[src/rtl/spi_frame_pkg.sv]
// ============================================================================
// Module      : spi_frame_pkg
// Description : Frame layout, field types and FSM state encoding for the
//               32-bit tracking-motor SPI link.
// Revision    : 1.0 - initial release
// ============================================================================
`default_nettype none

package spi_frame_pkg;

    localparam int FRAME_W = 32;

    // Outbound motor-command frame: x[31:24] y[23:17] etc[16:0]
    localparam int MOSI_X_W     = 8;
    localparam int MOSI_Y_W     = 7;
    localparam int MOSI_ETC_W   = 17;
    localparam int MOSI_ETC_LSB = 0;
    localparam int MOSI_Y_LSB   = MOSI_ETC_LSB + MOSI_ETC_W;
    localparam int MOSI_X_LSB   = MOSI_Y_LSB + MOSI_Y_W;

    // Inbound enemy-position frame: x[31:22] y[21:13] etc[12:0]
    localparam int MISO_X_W     = 10;
    localparam int MISO_Y_W     = 9;
    localparam int MISO_ETC_W   = 13;
    localparam int MISO_ETC_LSB = 0;
    localparam int MISO_Y_LSB   = MISO_ETC_LSB + MISO_ETC_W;
    localparam int MISO_X_LSB   = MISO_Y_LSB + MISO_Y_W;

    typedef struct packed {
        logic [MOSI_X_W-1:0]   x;
        logic [MOSI_Y_W-1:0]   y;
        logic [MOSI_ETC_W-1:0] etc;
    } mosi_frame_t;

    typedef struct packed {
        logic [MISO_X_W-1:0]   x;
        logic [MISO_Y_W-1:0]   y;
        logic [MISO_ETC_W-1:0] etc;
    } miso_frame_t;

    typedef enum logic [2:0] {
        ST_IDLE  = 3'd0,
        ST_SETUP = 3'd1,
        ST_SHIFT = 3'd2,
        ST_HOLD  = 3'd3,
        ST_GAP   = 3'd4
    } spi_state_e;

endpackage

`default_nettype wire

[src/rtl/spi_sclk_gen.sv]
// ============================================================================
// Module      : spi_sclk_gen
// Description : SPI serial-clock generator; toggles sclk every CLK_DIV cycles
//               while enabled and flags the cycle before each edge.
// Revision    : 1.0 - initial release
// ============================================================================
`default_nettype none

module spi_sclk_gen #(
    parameter int CLK_DIV = 8
) (
    input  logic clk,
    input  logic reset,
    input  logic en,
    output logic sclk,
    output logic rise,
    output logic fall
);

    localparam int CNT_W = (CLK_DIV > 1) ? $clog2(CLK_DIV) : 1;
    localparam logic [CNT_W-1:0] CNT_LAST = CNT_W'(CLK_DIV - 1);

    logic [CNT_W-1:0] cnt_q;
    logic             sclk_q;
    logic             toggle;

    assign toggle = en && (cnt_q == CNT_LAST);

    always_ff @(posedge clk) begin
        if (reset || !en) begin
            cnt_q  <= '0;
            sclk_q <= 1'b0;
        end else if (toggle) begin
            cnt_q  <= '0;
            sclk_q <= ~sclk_q;
        end else begin
            cnt_q  <= cnt_q + 1'b1;
        end
    end

    // Strobes lead the sclk edge by one cycle so the master acts on that edge.
    assign sclk = sclk_q;
    assign rise = toggle && !sclk_q;
    assign fall = toggle && sclk_q;

endmodule

`default_nettype wire

[src/rtl/spi_master_frame.sv]
// ============================================================================
// Module      : spi_master_frame
// Description : SPI mode-0 master; sends one 32-bit motor-command frame and
//               captures one enemy-position frame per start handshake.
//               Optional auto-poll: define SPI_MASTER_AUTO_POLL_EN.
// Revision    : 1.0 - initial release
// ============================================================================
`default_nettype none

module spi_master_frame
    import spi_frame_pkg::*;
#(
    parameter int CLK_DIV     = 8,
    parameter int POLL_PERIOD = 100000
) (
    input  logic                  clk,
    input  logic                  reset,
    input  logic                  start,
    input  logic [MOSI_X_W-1:0]   motor_xdata,
    input  logic [MOSI_Y_W-1:0]   motor_ydata,
    input  logic [MOSI_ETC_W-1:0] mosi_etc,
    output logic                  sclk,
    output logic                  mosi,
    input  logic                  miso,
    output logic                  cs,
    output logic                  busy,
    output logic                  done,
    output logic [MISO_X_W-1:0]   enemy_xdata,
    output logic [MISO_Y_W-1:0]   enemy_ydata,
    output logic [MISO_ETC_W-1:0] miso_etc
);

    localparam int CNT_W = $clog2(2 * CLK_DIV);
    localparam logic [CNT_W-1:0] HOLD_LAST = CNT_W'(CLK_DIV - 1);
    localparam logic [CNT_W-1:0] GAP_LAST  = CNT_W'(2 * CLK_DIV - 1);
    localparam logic [5:0]       BIT_LAST  = 6'd31;
    localparam logic [5:0]       BIT_SAT   = 6'd32;

    if (CLK_DIV < 6 || POLL_PERIOD < 2 ||
        MOSI_X_LSB + MOSI_X_W != FRAME_W ||
        MISO_X_LSB + MISO_X_W != FRAME_W) begin : g_param_check
        $error("spi_master_frame: illegal CLK_DIV/POLL_PERIOD or frame layout");
    end

    spi_state_e         state_q;
    logic [CNT_W-1:0]   cnt_q;
    logic [5:0]         bit_cnt_q;
    logic [FRAME_W-1:0] tx_q;
    logic [FRAME_W-1:0] rx_q;
    miso_frame_t        rx_out_q;
    logic               cs_q;
    logic               mosi_q;
    logic               busy_q;
    logic               done_q;
    logic               miso_meta_q;
    logic               miso_sync_q;

    logic               sclk_en;
    logic               sclk_w;
    logic               sclk_rise;
    logic               sclk_fall;
    logic               start_req;
    logic               accept;
    mosi_frame_t        tx_load;
    logic [FRAME_W-1:0] tx_word;

    assign tx_load = '{x: motor_xdata, y: motor_ydata, etc: mosi_etc};
    assign tx_word = tx_load;
    assign accept  = (state_q == ST_IDLE) && start_req;
    assign sclk_en = (state_q == ST_SETUP) || (state_q == ST_SHIFT);

`ifdef SPI_MASTER_AUTO_POLL_EN
    localparam int POLL_W = $clog2(POLL_PERIOD);
    localparam logic [POLL_W-1:0] POLL_LAST = POLL_W'(POLL_PERIOD - 1);

    logic [POLL_W-1:0] poll_cnt_q;
    logic              poll_pend_q;
    logic              poll_tick;

    assign poll_tick = (poll_cnt_q == POLL_LAST);

    // A tick that lands while a frame is running waits for the next IDLE cycle.
    always_ff @(posedge clk) begin
        if (reset) begin
            poll_cnt_q  <= '0;
            poll_pend_q <= 1'b0;
        end else begin
            poll_cnt_q  <= poll_tick ? '0 : poll_cnt_q + 1'b1;
            poll_pend_q <= (poll_pend_q || poll_tick) && !accept;
        end
    end

    assign start_req = start || poll_tick || poll_pend_q;
`else
    assign start_req = start;
`endif

    spi_sclk_gen #(
        .CLK_DIV (CLK_DIV)
    ) u_sclk_gen (
        .clk   (clk),
        .reset (reset),
        .en    (sclk_en),
        .sclk  (sclk_w),
        .rise  (sclk_rise),
        .fall  (sclk_fall)
    );

    always_ff @(posedge clk) begin
        if (reset) begin
            miso_meta_q <= 1'b0;
            miso_sync_q <= 1'b0;
        end else begin
            miso_meta_q <= miso;
            miso_sync_q <= miso_meta_q;
        end
    end

    always_ff @(posedge clk) begin
        if (reset) begin
            state_q   <= ST_IDLE;
            cnt_q     <= '0;
            bit_cnt_q <= '0;
            tx_q      <= '0;
            rx_q      <= '0;
            rx_out_q  <= '0;
            cs_q      <= 1'b1;
            mosi_q    <= 1'b0;
            busy_q    <= 1'b0;
            done_q    <= 1'b0;
        end else begin
            done_q <= 1'b0;
            if (sclk_rise) begin
                rx_q <= {rx_q[FRAME_W-2:0], miso_sync_q};
            end
            case (state_q)
                ST_IDLE: begin
                    if (start_req) begin
                        state_q   <= ST_SETUP;
                        tx_q      <= tx_word;
                        mosi_q    <= tx_word[FRAME_W-1];
                        cs_q      <= 1'b0;
                        busy_q    <= 1'b1;
                        bit_cnt_q <= '0;
                        cnt_q     <= '0;
                    end
                end
                ST_SETUP: begin
                    if (sclk_rise) begin
                        state_q <= ST_SHIFT;
                    end
                end
                ST_SHIFT: begin
                    // Zeros shift in behind the data, so mosi ends the frame at 0.
                    if (sclk_fall) begin
                        tx_q   <= {tx_q[FRAME_W-2:0], 1'b0};
                        mosi_q <= tx_q[FRAME_W-2];
                        if (bit_cnt_q == BIT_LAST) begin
                            bit_cnt_q <= BIT_SAT;
                            state_q   <= ST_HOLD;
                            cnt_q     <= '0;
                        end else if (bit_cnt_q != BIT_SAT) begin
                            bit_cnt_q <= bit_cnt_q + 1'b1;
                        end
                    end
                end
                ST_HOLD: begin
                    if (cnt_q == HOLD_LAST) begin
                        state_q  <= ST_GAP;
                        cnt_q    <= '0;
                        cs_q     <= 1'b1;
                        mosi_q   <= 1'b0;
                        done_q   <= 1'b1;
                        rx_out_q <= rx_q;
                    end else begin
                        cnt_q <= cnt_q + 1'b1;
                    end
                end
                ST_GAP: begin
                    if (cnt_q == GAP_LAST) begin
                        state_q <= ST_IDLE;
                        cnt_q   <= '0;
                        busy_q  <= 1'b0;
                    end else begin
                        cnt_q <= cnt_q + 1'b1;
                    end
                end
                default: begin
                    state_q <= ST_IDLE;
                end
            endcase
        end
    end

    assign sclk        = sclk_w;
    assign mosi        = mosi_q;
    assign cs          = cs_q;
    assign busy        = busy_q;
    assign done        = done_q;
    assign enemy_xdata = rx_out_q.x;
    assign enemy_ydata = rx_out_q.y;
    assign miso_etc    = rx_out_q.etc;

endmodule

`default_nettype wire
[config.mk]
export PLATFORM = sky130hd
export DESIGN_NAME = spi_master_frame
export DESIGN_NICKNAME = d
export VERILOG_FILES = /design/src/rtl/spi_frame_pkg.sv /design/src/rtl/spi_sclk_gen.sv /design/src/rtl/spi_master_frame.sv
export SDC_FILE = /design/constraint.sdc
export NUM_CORES = 1
export LEC_CHECK = 0
export CAP_MARGIN = 0
export CORE_ASPECT_RATIO = 1.2
export CORE_MARGIN = 5
export CORE_UTILIZATION = 57
export CTS_CLUSTER_DIAMETER = 30
export CTS_CLUSTER_SIZE = 16
export DETAILED_ROUTE_END_ITERATION = 10
export GPL_TIMING_DRIVEN = 0
export PLACE_DENSITY = 0.84
export REMOVE_ABC_BUFFERS = 1
export SYNTH_ARGS = -nofsm -noshare
export SYNTH_HDL_FRONTEND = slang
export SYNTH_SLANG_ARGS = --single-unit
[constraint.sdc]
create_clock -name clk -period 3.2 [get_ports clk]
set_input_delay 0.64 -clock clk [delete_from_list [all_inputs] [get_ports clk]]
set_output_delay 0.64 -clock clk [all_outputs]
set_load 0.005 [all_outputs]
==> results of run 1 <==
## flip-flops by register name (all words and copies together), names as in the netlist
register,count
u_sclk_gen.cnt_q,3
miso_meta_q,1
cnt_q,4
cs,1
miso_sync_q,1
state_q,3
mosi,1
enemy_xdata,10
enemy_ydata,9
rx_q,32
busy,1
miso_etc,13
bit_cnt_q,6
u_sclk_gen.sclk,1
done,1
tx_q,31
## placed cells by master, fill, tap and decap left out, types with 4 or more instances in the layout
master / Yosys / routed
nor2_1: 38 / 38
clkbuf_16: 0 / 16
ha_1: 5 / 5
nand2b_1: 4 / 4
nor3b_1: 4 / 4
dfxtp_1: 118 / 118
nor3_1: 8 / 8
a21oi_1: 74 / 74
bufinv_16: 0 / 4
a311oi_1: 32 / 32
o21ai_0: 5 / 5
inv_1: 7 / 7
nand3_1: 6 / 6
nand2_1: 196 / 196
clkdlybuf4s50_1: 0 / 71
## final cells by class
type / instances / share of cell area
inverters: 7 / 0.00433
multi-input cells: 417 / 0.348
clock buffers: 20 / 0.0735
flip-flops and latches: 118 / 0.390
repair buffers: 76 / 0.135
clock inverters: 12 / 0.0291
well taps: 95 / 0.0196
## cell usage after synthesis (all sizes together) (3+ instances only)
cell,number,share of area
o21ai,6,0.0064
o21a,3,0.0048
nor2,39,0.032
ha,5,0.013
nor2b,3,0.0040
nand3,6,0.0064
nand2,196,0.16
inv,7,0.0056
nand2b,4,0.0053
clkbuf,22,0.018
nor3,10,0.013
and2,3,0.0040
buf,23,0.029
nor3b,4,0.0064
a21oi,74,0.079
a311oi,32,0.060
dfxtp,118,0.50
## cells by family after synthesis
family	count (synthesis)
mux	1
compound gates	130
simple gates	280
fa+ha+maj	5
xor+xnor	1
buf+inv	52
flops	118
## report_power, final
part | switching [mW] | internal (mW) | leakage (nW) | total (mW)
registers | 0.0241 | 1.51 | 0.959 | 1.54
clock network | 0.653 | 1.30 | 0.301 | 1.96
logic | 0.0893 | 0.0890 | 0.862 | 0.178
## per-stage QoR
step	hold WS (ns)	setup WS [ns]	setup TNS [ns]	power, mW	cell area, sq um
finish	0.427	0.824	0	3.67	6060
global route	0.466	0.647	0	3.81	6060
CTS	0.433	0.775	0	3.70	6060
detailed placement	0.423	0.822	0	1.74	5440
global placement	0.417	-2.02	-107.70	1.73	5330
floorplan	0.407	0.737	0	1.64	4490
## per-layer routing
metal | up-vias | track usage | share of wire
met5 | - | 0 | 0
met4 | 0 | 0.0901 | 0.014
met3 | 19 | 0.0664 | 0.050
met2 | 119 | 0.370 | 0.51
met1 | 1938 | 0.238 | 0.43
li1 | 2098 | - | -
## worst register-to-register path, delay by kind of cell (launching register included)
| kind | cells | cell delay [ns] |
|---|---|---|
| simple gates | 3 | 1.11 |
| compound gates | 1 | 0.52 |
| flops | 1 | 0.63 |
## final timing paths
path,from,end,slack (ns)
worst min-delay path,u_sclk_gen.cnt_q[0],u_sclk_gen.cnt_q[0],0.43
worst max register to register,state_q[1],mosi,0.82
worst max-delay path,state_q[1],mosi,0.82
worst min register to register,u_sclk_gen.cnt_q[0],u_sclk_gen.cnt_q[0],0.43
==> impl_metrics.env, run 1 <==
export IMPL_synth_compound_area_frac=0.175
export IMPL_grt_pass1_vias=3957
export IMPL_initial_utilization=0.580
export IMPL_grtUsageTotal=0.212
export IMPL_synth_top_family_by_area="simple AND/OR/NAND/NOR gates"
export IMPL_cp_num_buf_inv=0
export IMPL_die_h_um=110
export IMPL_synthArstFlopShare=0
export IMPL_yosysSeqAreaShare=0.502
export IMPL_place_inst=713
export IMPL_setup_violations=0
export IMPL_ant_nets=0
export IMPL_multi_input_area_sq_mm=0.00211
export IMPL_fin_skew_ns=0.00450
export IMPL_slew_viol_final=0
export IMPL_clock_sinks=118
export IMPL_path_max_fanout=35
export IMPL_viasPerCell=5.60
export IMPL_peakVddDrop_v=0.000406
export IMPL_status="finished, final reports clean"
export IMPL_rows=36
export IMPL_maxCapViolCount=0
export IMPL_grt_antenna_before_repair=0
export IMPL_final_cells=745
export IMPL_slew_headroom=0.149
export IMPL_cp_top_family="simple AND/OR/NAND/NOR gates"
export IMPL_powerDensity_mw_per_mm2=605
export IMPL_area_growth_pct=28.8
export IMPL_synth_fa_ha_area_frac=0.0133
export IMPL_synth_simple_area_share=0.253
export IMPL_finalHoldViolCount=0
export IMPL_drive_gt1_frac=0.0662
export IMPL_post_cts_resized=0
export IMPL_yosys_most_used_dff="dfxtp_1"
export IMPL_r2r_cells=4
export IMPL_hold_path_class="reg -> reg"
export IMPL_die_w_um=92.9
export IMPL_ys_ff_latch=118
export IMPL_worstMarginPinSlew_ns=1.28
export IMPL_clk_path_buf_depth=2
export IMPL_fin_nets=678
export IMPL_diodes=0
export IMPL_cts_tree="built"
export IMPL_utilization=0.748
export IMPL_holdBufCountCts=0
export IMPL_cp_depth=4
export IMPL_seqCellArea_sq_mm=0.00236
export IMPL_hold_depth=1
export IMPL_cp_required_ns=3.60
export IMPL_htree_levels=4
export IMPL_clock_latency_ns=0.52
export IMPL_grt_max_degree=67
export IMPL_syn_inst=587
export IMPL_synth_mux_area_frac=0.00213
export IMPL_path_clk_slew_ns=0.05
export IMPL_nFillCells=594
export IMPL_drc_errors=0
export IMPL_fin_crit_ns=2.38
export IMPL_hpwl_um=6370
export IMPL_io_pins=73
export IMPL_routedWlPerCell_um=13.6
export IMPL_ys_types=48
export IMPL_gr_total_overflow=0
export IMPL_wl_um=10100
export IMPL_max_freq_mhz=421
export IMPL_slowest_stage="nand2b_1"
export IMPL_yosys_area_share_xor_xnor=0.00186
export IMPL_slowest_delay_ns=0.69
export IMPL_crit_type="reg -> reg"
export IMPL_drtIter0Drc=164
export IMPL_crit_arrival_ns=2.77
export IMPL_startpoint_type="flip-flop"
export IMPL_dieArea_sq_mm=0.0102
export IMPL_portBuffers=72
export IMPL_rsz0062_at_grt="no"
export IMPL_cts_setup_buffers=0
export IMPL_synth_avg_cell_area_sq_um=8.02
export IMPL_synth_warnings=0
export IMPL_grt_first_pass_wirelength_um=17300
export IMPL_synth_edf_count=0
export IMPL_clk_root_buffer_cell="clkbuf_8"
export IMPL_p_leak_nw=2.12
export IMPL_cp_end_kind="flip-flop"
export IMPL_core_area_sq_mm=0.00811
export IMPL_gp_congestion=0.766
export IMPL_vias=4174
export IMPL_fin_crit_sh=0.743
export IMPL_syn_area_sq_mm=0.00471
export IMPL_cts_made_buffers=17
export IMPL_path_cells="and3b_1, nand2b_1, a221oi_1, nor3_1"
export IMPL_firstDrtPassIters=7
(Power assumes the default switching activity.)
==> inputs of run 2 (changes only) <==
- CORE_UTILIZATION: 57 -> 48
- PLACE_DENSITY: 0.84 -> 0.75
- clock period: 3.2 -> 2.15 ns (I/O delays scaled with it)
==> run 2 against run 1 <==
Sequential share of layout area shrank 0.064 points. Non-clock buffer count did not move. Cell count up 3.8%. Clock power increased by 40%. Routed wire length decreased by 0.93%. Worst hold slack lost 0.097 ns. Core utilization down 11 points. Cell area increased by 0.17%. Largest cell class unchanged.
==> impl_metrics.env, run 2 (synthesis results as in run 1) <==
export IMPL_cts_tree="built"
export IMPL_slew_viol_final=0
export IMPL_hp_start="reset"
export IMPL_firstDrtPassIters=4
export IMPL_holdWs_ns=0.331
export IMPL_cts_made_buffers=17
export IMPL_htree_levels=4
export IMPL_routedWlPerCell_um=12.9
export IMPL_clk_path_buf_depth=2
export IMPL_drive_gt1_frac=0.0754
export IMPL_final_cells=773
export IMPL_clock_latency_ns=0.41
export IMPL_slowest_delay_ns=0.62
export IMPL_pwr_share_seq=0.432
export IMPL_layout_commonest_cell="nand2_1"
export IMPL_fin_skew_ns=0.00588
export IMPL_r2r_end="miso_etc[1]"
export IMPL_gp_congestion=0.809
export IMPL_met3_usage=0.0583
export IMPL_clkPwrFrac=0.518
export IMPL_use_met2=0.308
export IMPL_hold_path_end="enemy_ydata[3]"
export IMPL_area_growth_pct=29.0
export IMPL_holdBufCountCts=0
export IMPL_slew_headroom=0.564
export IMPL_grt_first_pass_wirelength_um=17000
export IMPL_cp_top_family="simple AND/OR/NAND/NOR gates"
export IMPL_grt_max_degree=99
export IMPL_max_freq_mhz=500
export IMPL_wl_um=10000
export IMPL_path_cells="ha_2, nand3b_1, nor3_4, buf_8, nand2_1, a21oi_1"
export IMPL_dieArea_sq_mm=0.0119
export IMPL_grtUsageTotal=0.173
export IMPL_gr_total_overflow=0
export IMPL_drtIter0Drc=215
export IMPL_powerDensity_mw_per_mm2=871
export IMPL_place_inst=741
export IMPL_fin_crit_sh=0.931
export IMPL_postPlaceCellArea_sq_mm=0.00546
export IMPL_hold_depth=2
export IMPL_maxCapViolCount=0
export IMPL_top_register="rx_q"
export IMPL_worstReg2RegStart="cnt_q[0]"
export IMPL_hold_path_class="in -> reg"
export IMPL_path_clk_slew_ns=0.06
export IMPL_most_common_layout_cells="nand2_1 (196), dfxtp_1 (118), a21oi_1 (74)"
export IMPL_p_sw_frac=0.217
export IMPL_viasPerCell=5.33
export IMPL_p_comb_frac=0.050
export IMPL_core_area_sq_mm=0.00956
export IMPL_worstMarginPinSlew_ns=0.654
export IMPL_p_sw_mw=1.15
export IMPL_drc_errors=0
export IMPL_rows=39
export IMPL_rsz0062_at_grt="no"
export IMPL_vias=4119
export IMPL_path_max_fanout=19
export IMPL_clock_sinks=118
export IMPL_die_w_um=100
export IMPL_die_h_um=118
export IMPL_cp_end_kind="flip-flop"
export IMPL_initial_utilization=0.492
export IMPL_status="finished, final reports clean"
export IMPL_peakVddDrop_v=0.000627
export IMPL_p_int_mw=4.14
export IMPL_clk_root_buffer_cell="clkbuf_16"
export IMPL_grt_util_met1=0.186
export IMPL_grt_antenna_before_repair=0
export IMPL_r2r_slack_ns=0.15
export IMPL_p_leak_nw=2.11
export IMPL_stdcell_area_sq_mm=0.00607
export IMPL_cp_num_buf_inv=1
export IMPL_cp_required_ns=2.48
export IMPL_slowest_stage="nor3_4"
export IMPL_crit_type="reg -> reg"
export IMPL_busiest_layer="met2"
export IMPL_hpwl_um=6450
export IMPL_setup_violations=0
export IMPL_r2r_cells=6
export IMPL_fin_crit_ns=2.00
export IMPL_startpoint_type="flip-flop"
export IMPL_diodes=0
export IMPL_finalHoldViolCount=0
export IMPL_grt_pass1_vias=4001
export IMPL_fin_nets=678
export IMPL_ant_nets=0
export IMPL_crit_arrival_ns=2.33
export IMPL_largest_reg_flops=32
export IMPL_io_pins=73
export IMPL_portBuffers=72
## run 2: changes by cell type in the layout (fill, tap and decap cells not counted), sizes merged
cell / previous run / this run
clkinvlp: 2 / 5
clkbuf: 20 / 19
bufinv: 4 / 2
## run 2: stage by stage
step / worst slack [ns] / setup TNS, ns / utilization / power [mW]
floorplan: -0.313 / -9.28 / - / 2.45
global placement: -2.93 / -212.26 / 0.561 / 2.58
global route: 0.00409 / 0 / 0.635 / 5.48
detailed placement: -0.267 / -6.98 / 0.571 / 2.59
CTS: 0.0252 / 0 / 0.633 / 5.33
finish: 0.149 / 0 / 0.635 / 5.29
## run 2: area by class of cell
cell class	count	area, sq um
clock buffer	19	453
clock inverter	13	131
fill	841	3490
inverter	7	26.3
multi-input combinational	417	2140
sequential	118	2360
tap	123	154
timing repair buffer	76	808
## run 2: what timing repair did
action / in CTS / in global routing
gates resized for setup: 4 / 5
endpoints found under the setup margin: 102 / 58
setup buffers: 0 / 0
## run 2: how the worst max path moves through the flow
| stage | start | to | slack, ns | cells past startpoint |
|---|---|---|---|---|
| global placement | reset | cnt_q[1] | -2.93 | 4 |
| CTS | state_q[1] | bit_cnt_q[3] | 0.03 | 4 |
| detailed placement | cnt_q[0] | mosi | -0.27 | 5 |
| floorplan | u_sclk_gen.cnt_q[0] | bit_cnt_q[5] | -0.31 | 6 |
| finish | cnt_q[0] | miso_etc[1] | 0.15 | 6 |
| global route | u_sclk_gen.cnt_q[0] | tx_q[10] | 0.004 | 7 |
## run 2: power by group through the flow
stage	registers [mW]	clock network, mW	logic (mW)
2_1_floorplan	2.32	0	0.122
3_3_place_gp	2.33	0	0.249
3_5_place_dp	2.33	0	0.262
4_1_cts	2.29	2.78	0.263
5_1_grt	2.29	2.90	0.293
6_report	2.29	2.74	0.264
## run 2: metal layers
layer	routed length, um	vias up
li1	-	2094
met1	4260	1910
met2	5010	95
met3	543	20
met4	188	0
met5	0	-
